## config.mk

```make
export PLATFORM = sky130hd
export DESIGN_NAME = clk_tick_rx_flat
export DESIGN_NICKNAME = d
export VERILOG_FILES = /design/src/rtl/clk_tick_rx_if.sv /design/src/rtl/clk_tick_rx.sv /design/src/flat_wrapper.sv
export SDC_FILE = /design/constraint.sdc
export NUM_CORES = 1
export LEC_CHECK = 0
export ABC_CLOCK_PERIOD_IN_PS = 2300
export CORE_ASPECT_RATIO = 1.5
export CORE_UTILIZATION = 52
export CTS_BUF_LIST = sky130_fd_sc_hd__clkbuf_4
export DETAILED_ROUTE_END_ITERATION = 6
export PLACE_DENSITY = 0.78
export SLEW_MARGIN = 10
export SYNTH_ARGS = -nofsm -noshare
export SYNTH_HDL_FRONTEND = slang
export SYNTH_SLANG_ARGS = --single-unit
```

## constraint.sdc

```tcl
create_clock -name clk -period 2.3 [get_ports clk]
set_input_delay 0.23 -clock clk [delete_from_list [all_inputs] [get_ports clk]]
set_output_delay 0.23 -clock clk [all_outputs]
set_load 0.005 [all_outputs]
```

## src/rtl/clk_tick_rx_if.sv

```systemverilog
// Bundle carrying the received clock level and the tick/period results of clk_tick_rx.
// The master modport is the receiver itself; the slave modport is the consumer side
// (game logic or a bench) that supplies clk_in and reads the results.
//
// Signal contract: tick_rise and tick_fall are single-cycle enables in the clk domain,
// never both high in the same cycle. period is meaningful only while period_valid is 1.
// The outputs have no backpressure: a consumer that misses a tick cannot get it back.
interface clk_tick_rx_if #(
  parameter int PERIOD_W = 24
) ();
  logic                clk_in;
  logic                tick_rise;
  logic                tick_fall;
  logic [PERIOD_W-1:0] period;
  logic                period_valid;
  logic                stalled;
  logic [1:0]          fsm_state;

  modport master (
    input  clk_in,
    output tick_rise,
    output tick_fall,
    output period,
    output period_valid,
    output stalled,
    output fsm_state
  );

  modport slave (
    output clk_in,
    input  tick_rise,
    input  tick_fall,
    input  period,
    input  period_valid,
    input  stalled,
    input  fsm_state
  );
endinterface

```

## src/rtl/clk_tick_rx.sv

```systemverilog
// clk_tick_rx: brings a slow/asynchronous clock level into the clk domain, turns its
// edges into one-cycle tick enables, measures the rising-edge period in clk cycles and
// flags a stalled input with a watchdog.
// Optional build macro CLK_TICK_RX_GLITCH_FILTER_EN inserts a stability filter between
// the synchronizer and the edge detector (FILTER_LEN consecutive samples required).
// fsm_state encoding: 0 = ACQUIRE, 1 = MEASURE, 2 = STALLED.
module clk_tick_rx #(
  parameter int SYNC_STAGES = 2,
  parameter int PERIOD_W    = 24,
  parameter int TIMEOUT     = 1000000,
  parameter int FILTER_LEN  = 4
) (
  input  logic          clk,
  input  logic          rst,
  clk_tick_rx_if.master bus
);

  typedef enum logic [1:0] {
    ACQUIRE = 2'd0,
    MEASURE = 2'd1,
    STALLED = 2'd2
  } state_t;

  localparam logic [PERIOD_W-1:0] CNT_LAST = PERIOD_W'(TIMEOUT - 1);
  localparam logic [PERIOD_W-1:0] CNT_ONE  = PERIOD_W'(1);

  // Elaboration-time parameter range guards.
  if (SYNC_STAGES < 2 || SYNC_STAGES > 4) begin : g_bad_sync
    $error("clk_tick_rx: SYNC_STAGES must be 2..4");
  end
  if (FILTER_LEN < 1 || FILTER_LEN > 15) begin : g_bad_filter
    $error("clk_tick_rx: FILTER_LEN must be 1..15");
  end
  if (TIMEOUT < 2) begin : g_bad_timeout
    $error("clk_tick_rx: TIMEOUT must be at least 2");
  end

  logic [SYNC_STAGES-1:0] sync_q;
  logic                   sync_out;
  logic                   lvl;
  logic                   lvl_prev_q;
  logic                   rise_ev;
  logic                   fall_ev;
  logic                   tick_rise_q;
  logic                   tick_fall_q;

  state_t                 state_q;
  state_t                 state_d;
  logic [PERIOD_W-1:0]    cnt_q;
  logic [PERIOD_W-1:0]    cnt_d;
  logic [PERIOD_W-1:0]    period_q;
  logic [PERIOD_W-1:0]    period_d;
  logic                   valid_q;
  logic                   valid_d;
  logic                   stalled_q;
  logic                   stalled_d;

  // Shift the raw level through the synchronizer chain; bit 0 is the first sampling flop.
  always_ff @(posedge clk) begin
    if (rst) begin
      sync_q <= '0;
    end else begin
      sync_q <= {sync_q[SYNC_STAGES-2:0], bus.clk_in};
    end
  end

  assign sync_out = sync_q[SYNC_STAGES-1];

`ifdef CLK_TICK_RX_GLITCH_FILTER_EN
  localparam logic [3:0] STAB_LAST = 4'(FILTER_LEN - 1);

  logic       filt_q;
  logic [3:0] stab_q;

  // Accept a new level only after FILTER_LEN consecutive samples disagree with the current one.
  always_ff @(posedge clk) begin
    if (rst) begin
      filt_q <= 1'b0;
      stab_q <= '0;
    end else if (sync_out != filt_q) begin
      if (stab_q == STAB_LAST) begin
        filt_q <= sync_out;
        stab_q <= '0;
      end else begin
        stab_q <= stab_q + 4'd1;
      end
    end else begin
      stab_q <= '0;
    end
  end

  assign lvl = filt_q;
`else
  assign lvl = sync_out;
`endif

  // The previous level resets to 0, so a high input at reset release reads as a rising edge.
  assign rise_ev = lvl & ~lvl_prev_q;
  assign fall_ev = ~lvl & lvl_prev_q;

  // Register the level history and the one-cycle tick enables.
  always_ff @(posedge clk) begin
    if (rst) begin
      lvl_prev_q  <= 1'b0;
      tick_rise_q <= 1'b0;
      tick_fall_q <= 1'b0;
    end else begin
      lvl_prev_q  <= lvl;
      tick_rise_q <= rise_ev;
      tick_fall_q <= fall_ev;
    end
  end

  // FSM state register.
  always_ff @(posedge clk) begin
    if (rst) begin
      state_q <= ACQUIRE;
    end else begin
      state_q <= state_d;
    end
  end

  // Next state plus counter/period/watchdog updates; a rising edge in the cycle the
  // counter hits its last value wins over the stall and yields period == TIMEOUT.
  always_comb begin
    state_d   = state_q;
    cnt_d     = cnt_q + CNT_ONE;
    period_d  = period_q;
    valid_d   = valid_q;
    stalled_d = stalled_q;
    case (state_q)
      ACQUIRE: begin
        if (rise_ev) begin
          state_d = MEASURE;
          cnt_d   = '0;
        end else if (cnt_q == CNT_LAST) begin
          // No watchdog before the first edge; just keep the counter from wrapping.
          cnt_d = cnt_q;
        end
      end
      MEASURE: begin
        if (rise_ev) begin
          cnt_d    = '0;
          period_d = cnt_q + CNT_ONE;
          valid_d  = 1'b1;
        end else if (cnt_q == CNT_LAST) begin
          cnt_d     = cnt_q;
          stalled_d = 1'b1;
          valid_d   = 1'b0;
          state_d   = STALLED;
        end
      end
      STALLED: begin
        cnt_d = cnt_q;
        if (rise_ev) begin
          cnt_d     = '0;
          stalled_d = 1'b0;
          state_d   = MEASURE;
        end
      end
      default: begin
        state_d = ACQUIRE;
        cnt_d   = '0;
      end
    endcase
  end

  // Measurement and watchdog registers.
  always_ff @(posedge clk) begin
    if (rst) begin
      cnt_q     <= '0;
      period_q  <= '0;
      valid_q   <= 1'b0;
      stalled_q <= 1'b0;
    end else begin
      cnt_q     <= cnt_d;
      period_q  <= period_d;
      valid_q   <= valid_d;
      stalled_q <= stalled_d;
    end
  end

  assign bus.tick_rise    = tick_rise_q;
  assign bus.tick_fall    = tick_fall_q;
  assign bus.period       = period_q;
  assign bus.period_valid = valid_q;
  assign bus.stalled      = stalled_q;
  assign bus.fsm_state    = state_q;

endmodule

```

## src/flat_wrapper.sv

```systemverilog
// flat-port wrapper written by rule: the top's interface ports become plain ports
module clk_tick_rx_flat 
#(
  parameter int SYNC_STAGES = 2,
  parameter int PERIOD_W    = 24,
  parameter int TIMEOUT     = 1000000,
  parameter int FILTER_LEN  = 4
)
  (clk, rst, bus_clk_in, bus_tick_rise, bus_tick_fall, bus_period, bus_period_valid, bus_stalled, bus_fsm_state);
  clk_tick_rx_if #(.PERIOD_W(PERIOD_W)) bus_i ();
  input  logic clk;
  input  logic rst;
  input wire logic [$bits(bus_i.clk_in)-1:0] bus_clk_in;
  output wire logic [$bits(bus_i.tick_rise)-1:0] bus_tick_rise;
  output wire logic [$bits(bus_i.tick_fall)-1:0] bus_tick_fall;
  output wire logic [$bits(bus_i.period)-1:0] bus_period;
  output wire logic [$bits(bus_i.period_valid)-1:0] bus_period_valid;
  output wire logic [$bits(bus_i.stalled)-1:0] bus_stalled;
  output wire logic [$bits(bus_i.fsm_state)-1:0] bus_fsm_state;
  assign bus_i.clk_in = bus_clk_in;
  assign bus_tick_rise = bus_i.tick_rise;
  assign bus_tick_fall = bus_i.tick_fall;
  assign bus_period = bus_i.period;
  assign bus_period_valid = bus_i.period_valid;
  assign bus_stalled = bus_i.stalled;
  assign bus_fsm_state = bus_i.fsm_state;
  clk_tick_rx #(.SYNC_STAGES(SYNC_STAGES), .PERIOD_W(PERIOD_W), .TIMEOUT(TIMEOUT), .FILTER_LEN(FILTER_LEN)) u_core (.clk(clk), .rst(rst), .bus(bus_i));
endmodule
```

==> impl_metrics.toml <==
[layout]
drive_above_1_share = 0.133
design_area_um2 = 3330
fin_nets = 368
diodes = 0
syn_to_final_growth_pct = 22.2
multiInputGateArea_um2 = 1470
final_cells = 435
regArea_um2 = 1140
nFillCells = 446

[min_path]
hold_path_depth = 2
min_from = "bus_clk_in"
min_path_type = "in2reg"
worst_hold_path.endpoint = "u_core.sync_q[0]"

[route]
postRouteAntennaNets = 0
drtIter0Drc = 162
vias_per_cell = 5.97
wl_per_cell_um = 15.4
vias = 2598
wl_um = 6680
drtPass1Iterations = 5
drc = 0

[sta]
slew_headroom = 0.604
finalMaxSlewViolations = 0
finClkSkew_ps = 17.6
hold_violations = 0
setup_ws_ps = 59.6
final.min_clock_period_ps = 2240
rsz0062_at_grt = "true"
setup_violations = 0
fmax_mhz = 446
worst_pin_slew_ps = 590
fin_crit_sh = 0.974

[logic_synthesis]
synth.most_common_cell = "dfxtp_1"
synth.yosys.seq_area_share = 0.419
yosys_warnings = 0
async_reset_ff_frac = 0
synth_top_cell_by_area = "dfxtp_1"
synth_edf_count = 0
synth_top_cells_by_area = "dfxtp_1, o21ai_0, a21oi_1"
syn-cell-area_um2 = 2730
synth_cells = 320
yosysTopAreaCellShare = 0.419
syn_nets = 324
syn_avg_cell_area_um2 = 8.52
synth_seq_cells = 57
synth_cell_type_count = 47
synth_flop_cell = "dfxtp_1"
synth_commonest_cells = "dfxtp_1, o21ai_0, nand2_1"

[floorplan]
std_cell_rows = 31
coreArea_um2 = 4930
dieArea_um2 = 5540
ios = 33
dieWidth_um = 61.1
start_util = 0.553
die_y_um = 90.7

[power_and_ir_drop]
p_per_area_nw_per_um2 = 508
switchingPower_uw = 442
power.share.switching = 0.261
seqPwrFrac = 0.598
p_leak_nw = 1.08
p_clk_frac = 0.346
comb_power_share = 0.056
power_mw = 1.69
p_int_mw = 1.25
ir_worst_vdd_mv = 0.370

[worst_setup_path]
critPathMaxStageDelay_ps = 610
path_max_fanout = 9
cp-start-kind = "flop"
arrival_ps = 2530
crit_chain = "or4_1 -> or3_4 -> or4_1 -> nand2_4 -> o31ai_1"
reg2reg_depth = 5
crit_path_end_kind = "flop"
r2r_start = "u_core.cnt_q[10]"
crit_path_top_delay_cell = "or4_1"
cpMostUsedCell = "or4_1"
crit_type = "reg2reg"
required_ps = 2590
r2r-end = "u_core.cnt_q[12]"
r2r_slack_ps = 60

[global_route]
grt_use_total = 0.278
grt_pass1_vias = 2514
grt_pass1_wl_um = 11600
antenna_found_initial = 0
grt_start_max_net_pins = 27
grt_remaining_overflow = 0

[cts]
clk_latency_ps = 420
h-tree-depth = 3
cts_resized = 0
cts_setup_buffers = 0
clock_path_buffers = 2
holdBufCountCts = 0
clockRootBuffer = "clkbuf_4"
clk_pin_slew_worst_paths_ps = 100
cts_buffers = 9
cts.sink_count = 57
cts_tree = "done"

[place]
placedCellCount = 419
routabilityCongestion = 0.936
place_area_um2 = 3220
place_ws_ps = 77.1
hpwl_um = 4800
portBuffers = 32

[flow_run]
cap_viol_max_count = 0

[status]
status = "completed"
[stage by stage]
stage | TNS [ps] | hold WS [ps] | util
floorplan | 0 | 358 | -
global placement | 0 | 418 | 0.654
detailed placement | 0 | 422 | 0.654
CTS | 0 | 335 | 0.675
global route | -15.2 | 366 | 0.676
finish | 0 | 357 | 0.676
[worst max-delay path, delay by kind of cell (launching register included)]
family,cells,cell delay [ps]
AOI/OAI and AO/OA,1,90
and+or+nand+nor,4,1700
DFF,1,320
[per-layer routing]
metal  vias up  global-route usage  routed length (µm)
li1       1277                   -                   -
met1      1212               0.335                2760
met2        88               0.437                3350
met3        21              0.0716                 331
met4         0               0.148                 238
met5         -                   0                   0
[cell type report]
| class | count | area share |
|---|---|---|
| flip-flops and latches | 57 | 0.343 |
| multi-input cells | 233 | 0.440 |
| repair buffers | 58 | 0.155 |
| clock buffers | 9 | 0.0203 |
| clock inverters | 7 | 0.0113 |
| well taps | 66 | 0.0248 |
| inverters | 5 | 0.00564 |
[worst max path at each step]
stage                                         end             start  slack, ps
final                            u_core.cnt_q[12]  u_core.cnt_q[10]         60
after global routing           u_core.bus.stalled  u_core.cnt_q[10]        -20
after CTS                         u_core.cnt_q[2]  u_core.cnt_q[10]         70
after detailed placement          u_core.cnt_q[2]  u_core.cnt_q[10]         80
after global placement            u_core.cnt_q[2]  u_core.cnt_q[10]         80
after floorplan           u_core.bus.period_valid  u_core.cnt_q[11]        170
[cell usage in the layout, fill, tap and decap left out, types with 4 or more instances in the layout]
master	netlist	layout
o32ai_1	4	4
dfxtp_1	57	57
nor2b_1	8	8
nor4_1	5	5
nand3_1	14	14
buf_4	0	26
nor3_1	9	8
xor2_1	10	10
nor2_1	15	14
o311ai_0	7	7
o21ai_0	26	26
a21oi_1	21	21
nand2_1	25	25
nand4_1	9	9
and4_1	5	5
a31oi_1	5	5
clkbuf_4	0	9
inv_1	5	5
o31ai_1	9	9
clkdlybuf4s50_1	0	32
a211oi_1	11	11
xnor2_1	11	11
[state kept, by name (all words and copies together), names as in the netlist]
register	cells
u_core.bus.fsm_state	2
u_core.bus.period_valid	1
u_core.bus.tick_fall	1
u_core.bus.period	24
u_core.bus.tick_rise	1
u_core.cnt_q	24
u_core.lvl_prev_q	1
u_core.sync_q	2
u_core.bus.stalled	1
[kinds of logic (layout without fill, tap and decap cells)]
family	after synthesis	after routing	synth area share
adder cells (fa/ha/maj)	1	1	0.00459
AND/OR/NAND/NOR	115	115	0.235
buffers and inverters	30	79	0.0459
XOR/XNOR	21	21	0.0675
flip-flops	57	57	0.419
AO/OA/AOI/OAI	96	96	0.229
[power groups by stage]
stage	combinational, mW	clock [mW]	sequential (mW)
2_1_floorplan	0.0550	0	1.03
3_3_place_gp	0.0920	0	1.03
3_5_place_dp	0.0940	0	1.03
4_1_cts	0.0944	0.601	1.01
5_1_grt	0.105	0.639	1.01
6_report	0.0940	0.586	1.01
Power figures use the tool's default switching activity.
